File: src/rtl/gray_ptr_unit_pkg.sv
// Shared definitions for the Gray-coded FIFO pointer unit: side encodings
// and the pointer width helper (address bits plus one wrap bit).
package gray_ptr_unit_pkg;

  localparam int side_write_lp = 0;  // flag reports full
  localparam int side_read_lp  = 1;  // flag reports empty

  function automatic int ptr_w(input int lg_depth);
    return lg_depth + 1;
  endfunction

endpackage

File: src/rtl/gray_ptr_unit_gray2bin.sv
// Combinational Gray-to-binary converter: each binary bit is the XOR of the
// Gray bits at and above its position.
module gray2bin #(
  parameter int width_p = 4
) (
  input  logic [width_p-1:0] i_gray,
  output logic [width_p-1:0] o_bin
);

  // Reduction of the shifted Gray word avoids a ripple through o_bin itself.
  always_comb begin
    o_bin = '0;
    for (int i = 0; i < width_p; i++) begin
      o_bin[i] = ^(i_gray >> i);
    end
  end

endmodule

File: src/rtl/gray_ptr_unit.sv
// One side of an async FIFO pointer pair: local binary/Gray pointer, registered
// conversion of the synchronised remote Gray pointer, occupancy and full/empty
// flag, plus a sticky protocol error.
module gray_ptr_unit
  import gray_ptr_unit_pkg::*;
#(
  parameter int lg_depth_p = 4,
  parameter int side_p     = side_write_lp
) (
  input  logic                                clk_i,
  input  logic                                reset_i,
  input  logic                                incr_i,
  input  logic [ptr_w(lg_depth_p)-1:0]        remote_gray_i,
  output logic [ptr_w(lg_depth_p)-1:0]        ptr_bin_o,
  output logic [ptr_w(lg_depth_p)-1:0]        ptr_gray_o,
  output logic [lg_depth_p-1:0]               addr_o,
  output logic [ptr_w(lg_depth_p)-1:0]        remote_bin_o,
  output logic [ptr_w(lg_depth_p)-1:0]        count_o,
  output logic                                flag_o,
  output logic                                err_o
);

  localparam int                  ptr_w_lp = ptr_w(lg_depth_p);
  localparam logic [ptr_w_lp-1:0] depth_lp = ptr_w_lp'(1) << lg_depth_p;

  logic [ptr_w_lp-1:0] r_ptr_bin;
  logic [ptr_w_lp-1:0] r_ptr_gray;
  logic [ptr_w_lp-1:0] r_remote_bin;
  logic                r_err;

  logic [ptr_w_lp-1:0] w_remote_bin;
  logic [ptr_w_lp-1:0] w_next_bin;
  logic [ptr_w_lp-1:0] w_count;
  logic                w_flag;
  logic                w_accept;
  logic                w_over;

  gray2bin #(
    .width_p (ptr_w_lp)
  ) u_gray2bin (
    .i_gray (remote_gray_i),
    .o_bin  (w_remote_bin)
  );

  // Occupancy is always written as "writer minus reader", so the operand
  // order flips with the side; modulo arithmetic keeps it right across wrap.
  always_comb begin
    w_count = '0;
    w_flag  = 1'b0;
    if (side_p == side_read_lp) begin
      w_count = r_remote_bin - r_ptr_bin;
      w_flag  = (w_count == '0);
    end else begin
      w_count = r_ptr_bin - r_remote_bin;
      w_flag  = (w_count >= depth_lp);
    end
  end

  assign w_over     = (w_count > depth_lp);
  assign w_accept   = incr_i & ~w_flag;
  assign w_next_bin = r_ptr_bin + {{(ptr_w_lp-1){1'b0}}, w_accept};

  // Pointer, exported Gray copy, remote conversion and sticky error all update
  // on one edge; the Gray copy is encoded from the next binary value so the
  // exported bus is a clean register output.
  always_ff @(posedge clk_i) begin
    if (reset_i) begin
      r_ptr_bin    <= '0;
      r_ptr_gray   <= '0;
      r_remote_bin <= '0;
      r_err        <= 1'b0;
    end else begin
      r_ptr_bin    <= w_next_bin;
      r_ptr_gray   <= w_next_bin ^ (w_next_bin >> 1);
      r_remote_bin <= w_remote_bin;
      if ((incr_i & w_flag) | w_over) begin
        r_err <= 1'b1;
      end
    end
  end

  assign ptr_bin_o    = r_ptr_bin;
  assign ptr_gray_o   = r_ptr_gray;
  assign addr_o       = r_ptr_bin[lg_depth_p-1:0];
  assign remote_bin_o = r_remote_bin;
  assign count_o      = w_count;
  assign flag_o       = w_flag;
  assign err_o        = r_err;

endmodule

File: config.mk
export PLATFORM = sky130hd
export DESIGN_NAME = gray_ptr_unit
export DESIGN_NICKNAME = d
export VERILOG_FILES = /design/src/rtl/gray_ptr_unit_pkg.sv /design/src/rtl/gray_ptr_unit_gray2bin.sv /design/src/rtl/gray_ptr_unit.sv
export SDC_FILE = /design/constraint.sdc
export NUM_CORES = 1
export LEC_CHECK = 0
export CORE_UTILIZATION = 44
export DETAILED_ROUTE_END_ITERATION = 7
export PLACE_DENSITY = 0.82
export SLEW_MARGIN = 20
export SYNTH_ARGS = -nofsm -noshare
export SYNTH_HDL_FRONTEND = slang
export SYNTH_SLANG_ARGS = --single-unit
File: constraint.sdc
create_clock -name clk_i -period 4.68 [get_ports clk_i]
set_input_delay 0.936 -clock clk_i [delete_from_list [all_inputs] [get_ports clk_i]]
set_output_delay 0.936 -clock clk_i [all_outputs]
set_load 0.03 [all_outputs]
Word level (Yosys, flattened, before mapping)
Cells that the tools add are included.
- register bits after elaboration: 16
- logic and storage cells: 18
- add/sub/neg operators: 2
- magnitude comparators: 2
- bitwise logic cells: 5
- reductions and logical operators: 5
- operators with widths (kind ; count):
    $reduce_xor 5->1 ; 5
    $add 5x1->5 ; 1
    $ge 5x5->1 const B ; 1
    $gt 5x5->1 const B ; 1
    $sub 5x5->5 ; 1
    $xor 5x4->5 ; 1
    $and 1x1->1 ; 2
    $not 1->1 ; 1
    $or 1x1->1 ; 1

Depth between registers and ports, before layout
Gate-level depths: netlist (run 1).
- depth in word-level cells: 6
- depth in mapped cells: 14

By module
A second synthesis (run 1) with hierarchy kept.
- cell total of the unflattened synthesis: 88
- area, all modules: 868.3 µm²
- by module, submodules not included (module ; instances ; cells an instance ; area each (µm²) ; seq. area each (µm²)):
    gray_ptr_unit ; 1 ; 82 ; 795.8 ; 300.3
    gray2bin ; 1 ; 6 ; 72.6 ; 0.0

Least setup slack after synthesis (run 1)
OpenSTA, ideal clock, no wires.
- kind: reg-to-output
- start point: register r_remote_bin[0] (netlist: remote_bin_o[0])
- end point: output port count_o[4]
- arrival: 2024 ps
- slack: 1720 ps
- stages on the path, launching flop included: 9
- path buffers: 1
- cell sequence: dfxtp_1 -> ha_1 -> inv_1 -> fa_1 -> a21o_1 -> a21oi_1 -> xnor2_1 -> inv_1 -> buf_4
- word-level cells in the longest chain between the ends: 1
- RTL lines (element ; RTL line ; source):
    start: declaration ; gray_ptr_unit.sv:28 ; logic [ptr_w_lp-1:0] r_remote_bin;
    start signal: assignment ; gray_ptr_unit.sv:75 ; r_remote_bin <= w_remote_bin;
    $sub 5x5->5 ; gray_ptr_unit.sv:54 ; w_count = r_ptr_bin - r_remote_bin;
    end: declaration ; gray_ptr_unit.sv:18 ; output logic [ptr_w(lg_depth_p)-1:0] count_o,
No other way between the ends.

Worst setup path in the final report (run 1)
- start point: register r_ptr_bin[0] (netlist: ptr_bin_o[0])
- end point: output port count_o[4]
- word-level cells in the longest chain between the ends: 1
- RTL lines (element ; RTL line ; source):
    start: declaration ; gray_ptr_unit.sv:26 ; logic [ptr_w_lp-1:0] r_ptr_bin;
    start signal: assignment ; gray_ptr_unit.sv:73 ; r_ptr_bin <= w_next_bin;
    $sub 5x5->5 ; gray_ptr_unit.sv:54 ;
No other way between the ends.

==> results of run 1 <==
metal layers:
metal | vias to the layer above | share of wire [%] | track usage [%]
li1 | 326 | - | -
met1 | 296 | 40 | 16.0
met2 | 25 | 52 | 30.3
met3 | 4 | 5.1 | 6.00
met4 | 0 | 3.0 | 10.9
met5 | - | 0 | 0
power by group:
part / total [mW] / leakage [nW] / internal, mW / switching (mW)
combinational: 0.199 / 0.342 / 0.0890 / 0.110
clock: 0.0711 / 0.0177 / 0.0317 / 0.0394
sequential: 0.146 / 0.123 / 0.139 / 0.00705
total: 0.416 / 0.483 / 0.260 / 0.156
flip-flops by register name, indices dropped and copies added (netlist names):
register	flops
ptr_bin_o	5
err_o	1
remote_bin_o	5
ptr_gray_o	4
worst max-delay path: stages (launching register included):
cell and delay [ns]:
dfxtp_1 0.34, inv_1 0.06, ha_1 0.15, inv_1 0.05, fa_1 0.39, a21o_1 0.20, a21oi_1 0.18, xnor2_1 0.12
inv_1 0.08, clkdlybuf4s50_1 0.68
synth_stat cells:
master | count | area share (%)
o21ai_1 | 1 | 0.62
a21o_1 | 1 | 0.93
dfxtp_1 | 15 | 37
and2_1 | 2 | 1.5
nor2_1 | 10 | 4.6
fa_1 | 1 | 2.5
nand2b_1 | 1 | 0.77
xnor3_2 | 1 | 2.9
inv_1 | 10 | 4.6
nor3_1 | 1 | 0.62
or3_1 | 1 | 0.77
xnor2_2 | 1 | 2.0
a21oi_1 | 4 | 2.5
a221oi_1 | 1 | 1.1
buf_4 | 6 | 5.6
nand2_1 | 1 | 0.46
nand3_1 | 2 | 1.2
mux2_1 | 1 | 1.4
ha_1 | 6 | 9.3
xor2_1 | 5 | 5.4
clkbuf_1 | 1 | 0.46
xnor2_1 | 8 | 8.7
nand3b_1 | 1 | 0.93
nor2b_1 | 5 | 3.9
layout make-up:
class / instances / share of cell area (%)
multi-input combinational: 54 / 36.7
timing repair buffer: 33 / 28.8
sequential: 15 / 26.1
inverter: 10 / 3.27
tap: 25 / 2.72
clock buffer: 3 / 1.96
clock inverter: 1 / 0.436
per-stage QoR:
step	power [mW]	worst slack [ns]	hold WS, ns	utilization, %
after floorplan	0.280	1.72	0.603	-
after CTS	0.423	1.18	0.498	66.5
after global routing	0.443	1.02	0.533	66.5
after global placement	0.346	1.59	0.473	64.9
final	0.416	1.21	0.491	66.5
after detailed placement	0.351	1.50	0.485	64.9
logic make-up (layout without fill, tap and decap cells):
| group | after synthesis | after routing | synth area share (%) |
|---|---|---|---|
| simple gates | 24 | 24 | 14.9 |
| buf+inv | 17 | 47 | 10.7 |
| xor+xnor | 15 | 15 | 19.0 |
| flops | 15 | 15 | 37.2 |
| fa+ha+maj | 7 | 7 | 11.8 |
| compound gates | 7 | 7 | 5.11 |
| mux | 1 | 1 | 1.39 |
worst paths after layout:
check | start | to | slack [ns] | cells past startpoint
hold / removal | err_o | err_o | 0.49 | 2
setup reg to reg | ptr_bin_o[0] | ptr_gray_o[3] | 1.80 | 13
setup / recovery | ptr_bin_o[0] | count_o[4] | 1.21 | 9
hold reg to reg | err_o | err_o | 0.49 | 2
==> PnR_summary.wiki, run 1 <==
{| class="wikitable"
! Metric !! Value
|-
| Number of DRC violations after detailed routing || 0
|-
| Post-layout min period || 3.47 ns
|-
| Starting density of the core || 46.8%
|-
| Iter 0 DRT Violations || 4
|-
| Data required time at the worst endpoint || 3.74 ns
|-
| Fin nets || 132
|-
| Routed Wire Length || 1420 µm
|-
| Classification of the worst-slack hold path || flip-flop to flip-flop
|-
| Die outline height || 44.9 µm
|-
| Number of vias per cell || 4.62
|-
| Final Max Tran Viols || 0
|-
| Synthesized area || 808 µm²
|-
| Clock latency on the worst-skew pair || 0.28 ns
|-
| Number of synthesized register bits || 15
|-
| Wirelength per Cell || 10.1 µm
|-
| Post-DRT Antenna Nets || 0
|-
| Commonest cells after routing, fill and taps aside || clkdlybuf4s50_1 (33), dfxtp_1 (15), inv_1 (10), nor2_1 (10), xnor2_1 (8)
|-
| Layout overhead on the synthesized area || 42.1%
|-
| Clk slew on worst S/H paths || 0.09 ns
|-
| Crit Path Class || flip-flop to output pin
|-
| CTS Buffer Depth || 2
|-
| Area of placed instances || 1120 µm²
|-
| Worst clock skew || 0.00648 ns
|-
| Placement Rows || 15
|-
| Final HPWL DP || 1230 µm
|-
| Number of cells in the design after placement || 137
|-
| Max-slew headroom at the worst pin || 66.5%
|-
| Post-route cell area || 1150 µm²
|-
| Number of global-route vias before repair || 535
|-
| Setup TNS || 0 ns
|-
| FF/Latch Area || 300 µm²
|-
| Syn. warnings || 0
|-
| Num CTS Buffers || 3
|-
| Global-route wire length before repair || 2250 µm
|-
| Fill count || 169
|-
| Fraction of layout instances using a drive strength above 1 || 5.17%
|-
| Share of the cycle needed by the critical path after routing || 74.2%
|-
| Count of instances resized after the clock tree is built || 0
|-
| Area of the core || 1730 µm²
|-
| Achievable frequency || 288 MHz
|-
| Syn Nets || 101
|-
| Arrival time reported for the critical path endpoint || 2.53 ns
|-
| GRT Total Usage || 16.8%
|-
| Final cell count without fillers || 141
|-
| Area of combinational cells with multiple inputs || 422 µm²
|-
| Buffer count from post-CTS setup fixing || 0
|-
| Chip Width || 44.9 µm
|-
| Hold violation count in the final report || 0
|-
| I/O pin cnt || 34
|-
| Power density of the placed cells || 362 nW/µm²
|-
| Antenna violations before repair || 0
|-
| Critical path peak fanout || 4
|-
| Hold-fix buffer count after cts || 0
|-
| Port-buffer cells || 33
|-
| Setup repair after global routing missed its margin || false
|-
| Commonest non-fill, non-tap cell in the layout || clkdlybuf4s50_1
|-
| Result of the run || finished clean
|-
| H-Tree Depth || 1
|-
| Type of element capturing the critical path || output pin
|-
| Register area share after synthesis || 37.2%
|-
| Clk sinks || 15
|-
| Post-synth cell types || 24
|-
| Number of detailed-route iterations in the first pass || 3
|-
| RePlAce Congestion || 0.710
|-
| Per-instance average area after synthesis || 9.40 µm²
|-
| Number of standard cells after synthesis || 86
|-
| Routed via count || 651
|-
| Max cap viols || 0
|-
| Cell chosen for the clock root || clkbuf_4
|-
| CTS tree || yes
|-
| Slew at the pin closest to its max-slew limit || 0.501 ns
|-
| Startpoint type of the worst setup path || flip-flop
|-
| Maximum number of pins on one net before global-route repair || 17
|-
| Total setup violations reported at the end of the flow || 0
|-
| Leakage power of the design || 0.483 nW
|-
| Total grt overflow || 0
|-
| Die ar. || 2010 µm²
|-
| Maximum VDD drop || 0.253 mV
|-
| Number of antenna cells inserted || 0
|}
No activity file was read; power rests on OpenSTA's default activity.
==> run 2, diff against run 1 <==
CORE_UTILIZATION = 37   (was 44)
PLACE_DENSITY = 0.74   (was 0.82)
clock period = 2.9 ns   (was 4.68 ns; I/O delays follow)
==> run 2 against run 1 <==
First-iteration DRC count is 25% lower. Cell count is 3.5% higher. Wire length is 11% higher. Clock-buffer cell count is 1 higher. Core utilization is 6.8 points lower. Clock skew hardly changed. Register-to-register slack worse by 1.6 ns. Combinational power is 65% higher. Sequential power is 62% higher.
==> PnR_summary.wiki, run 2 (synthesis gave the netlist of run 1 again) <==
{| class="wikitable"
! Metric !! Value
|-
| RePlAce Congestion || 0.702
|-
| Post-layout min period || 2.68 ns
|-
| Clock latency on the worst-skew pair || 0.28 ns
|-
| Number of antenna cells inserted || 0
|-
| Slew at the pin closest to its max-slew limit || 0.530 ns
|-
| Met1 Resource Use GR || 17.0%
|-
| Maximum number of pins on one net before global-route repair || 17
|-
| Maximum VDD drop || 0.364 mV
|-
| Hold Path End || err_o
|-
| Post-DRT Antenna Nets || 0
|-
| Sw Ratio || 38.0%
|-
| Sequential share of power || 34.6%
|-
| Fin nets || 135
|-
| Routed Wire Length || 1580 µm
|-
| Min-Delay Path Depth || 2
|-
| Max-slew headroom at the worst pin || 64.5%
|-
| Area of placed instances || 1150 µm²
|-
| Share of the cycle needed by the critical path after routing || 92.6%
|-
| Die ar. || 2380 µm²
|-
| CTS Buffer Depth || 2
|-
| Hold Path Origin || err_o
|-
| Worst R2R Start || ptr_bin_o[0]
|-
| Arrival time reported for the critical path endpoint || 2.86 ns
|-
| Achievable frequency || 373 MHz
|-
| Num CTS Buffers || 3
|-
| Wirelength per Cell || 10.8 µm
|-
| Antenna violations before repair || 0
|-
| CTS tree || yes
|-
| Port-buffer cells || 33
|-
| Startpoint type of the worst setup path || flip-flop
|-
| Result of the run || finished clean
|-
| Power density of the placed cells || 570 nW/µm²
|-
| Routed via count || 646
|-
| Critical path's slowest cell || dfxtp_1
|-
| Post-route cell area || 1200 µm²
|-
| Classification of the worst-slack hold path || flip-flop to flip-flop
|-
| Clk sinks || 15
|-
| GRT Total Usage || 14.9%
|-
| Global-route wire length before repair || 2660 µm
|-
| Chip Width || 48.7 µm
|-
| Number of global-route vias before repair || 644
|-
| Number of DRC violations after detailed routing || 0
|-
| Critical path peak fanout || 5
|-
| Switching pwr || 0.259 mW
|-
| Worst clock skew || 0.00633 ns
|-
| Commonest cells after routing, fill and taps aside || clkdlybuf4s50_1 (30), dfxtp_1 (15), inv_1 (10), nor2_1 (10), xnor2_1 (7)
|-
| Crit Reg-Reg Endpoint || ptr_gray_o[3]
|-
| Placement Rows || 16
|-
| Total setup violations reported at the end of the flow || 0
|-
| Final Util || 59.8%
|-
| I/O pin cnt || 34
|-
| Int Pwr || 0.423 mW
|-
| Type of element capturing the critical path || flip-flop
|-
| Reg2reg path depth || 13
|-
| Fill count || 189
|-
| Final Max Tran Viols || 0
|-
| Gr busiest metal || met2
|-
| Final-layout worst hold slack || 0.498 ns
|-
| Met3 Resource Use GR || 3.14%
|-
| Final HPWL DP || 1260 µm
|-
| Crit Path Class || flip-flop to flip-flop
|-
| Delay of the slowest cell on the worst path || 0.35 ns
|-
| Leakage power of the design || 0.509 nW
|-
| Area of combinational cells with multiple inputs || 453 µm²
|-
| Number of vias per cell || 4.42
|-
| Number of detailed-route iterations in the first pass || 4
|-
| Reg-to-reg setup timing slack || 0.22 ns
|-
| Max cap viols || 0
|-
| Hold violation count in the final report || 0
|-
| Cell chain of the critical path || inv_1 -> ha_1 -> inv_1 -> fa_2 -> a21o_1 -> a21oi_2 -> xnor2_2 -> and2_4 -> ha_2 -> ha_4 -> o21ai_1 -> a21oi_1 -> mux2_1
|-
| Fraction of layout instances using a drive strength above 1 || 13.4%
|-
| Setup repair after global routing missed its margin || false
|-
| Total grt overflow || 0
|-
| Part of the power in combinational logic || 48.2%
|-
| Cell chosen for the clock root || clkbuf_4
|-
| Number of cells in the design after placement || 142
|-
| Data required time at the worst endpoint || 3.07 ns
|-
| Commonest non-fill, non-tap cell in the layout || clkdlybuf4s50_1
|-
| Setup TNS || 0 ns
|-
| Global-route track usage on met2 || 24.8%
|-
| Top cell by count, worst path || inv_1
|-
| Part of the power in the clock network || 17.2%
|-
| Iter 0 DRT Violations || 3
|-
| Final cell count without fillers || 146
|-
| Buffer count from post-CTS setup fixing || 0
|-
| Area of the core || 2000 µm²
|-
| Clk slew on worst S/H paths || 0.09 ns
|-
| Die outline height || 48.7 µm
|-
| Layout overhead on the synthesized area || 48.0%
|-
| FF/Latch Area || 300 µm²
|-
| H-Tree Depth || 1
|-
| Starting density of the core || 40.4%
|}
## run 2: power groups by stage
stage,combinational [mW],clock [mW],sequential [mW]
final,0.328,0.118,0.236
after global routing,0.348,0.133,0.238
after CTS,0.322,0.124,0.236
after detailed placement,0.326,0,0.240
after global placement,0.322,0,0.240
after floorplan,0.175,0,0.277
## run 2: what timing repair did
| action | CTS | global route |
|---|---|---|
| hold endpoints to repair | 0 | 0 |
| pin swaps | 0 | 2 |
| resized for setup | 2 | 12 |
| endpoints found under the setup margin | 2 | 5 |
| hold buffers | 0 | 0 |
## run 2: worst max path at each step
stage	depth (start not counted)	endpoint	start	slack (ns)
finish	13	ptr_gray_o[3]	ptr_bin_o[0]	0.22
floorplan	12	ptr_gray_o[3]	remote_bin_o[0]	0.03
global route	13	ptr_gray_o[3]	ptr_bin_o[0]	0.04
CTS	13	ptr_gray_o[3]	ptr_bin_o[0]	0.02
detailed placement	13	ptr_gray_o[3]	ptr_bin_o[0]	0.03
global placement	13	ptr_gray_o[3]	ptr_bin_o[0]	0.11
## run 2: area by class of cell
type | count | area share, %
well taps | 27 | 2.82
repair buffers | 36 | 28.9
inverters | 10 | 3.14
multi-input cells | 54 | 37.9
clock buffers | 4 | 2.20
flip-flops and latches | 15 | 25.1
## run 2: critical path: cells and delay by family (launching register included)
family,cells,cell delay (ns)
adder cells (fa/ha/maj),4,0.87
flip-flops,1,0.35
AND/OR/NAND/NOR,1,0.18
AO/OA/AOI/OAI,4,0.59
XOR/XNOR,1,0.14
multiplexers,1,0.32
buffers and inverters,2,0.12
## run 2: metal layers
metal / vias to the layer above / share of wire (%)
li1: 333 / -
met2: 24 / 48
met4: 0 / 1.4
met3: 2 / 5.0
met1: 287 / 45
met5: - / 0
## run 2: through the flow
step                power, mW  setup WS, ns
detailed placement      0.566        0.0324
global route            0.719        0.0370
floorplan               0.452        0.0317
global placement        0.562         0.106
finish                  0.681         0.216
CTS                     0.681        0.0190
==> run 3, diff against run 2 <==
SLEW_MARGIN = default   (was 20)
==> results of run 3 <==
The final DEF is identical to that of run 2; final timing and power are the same.
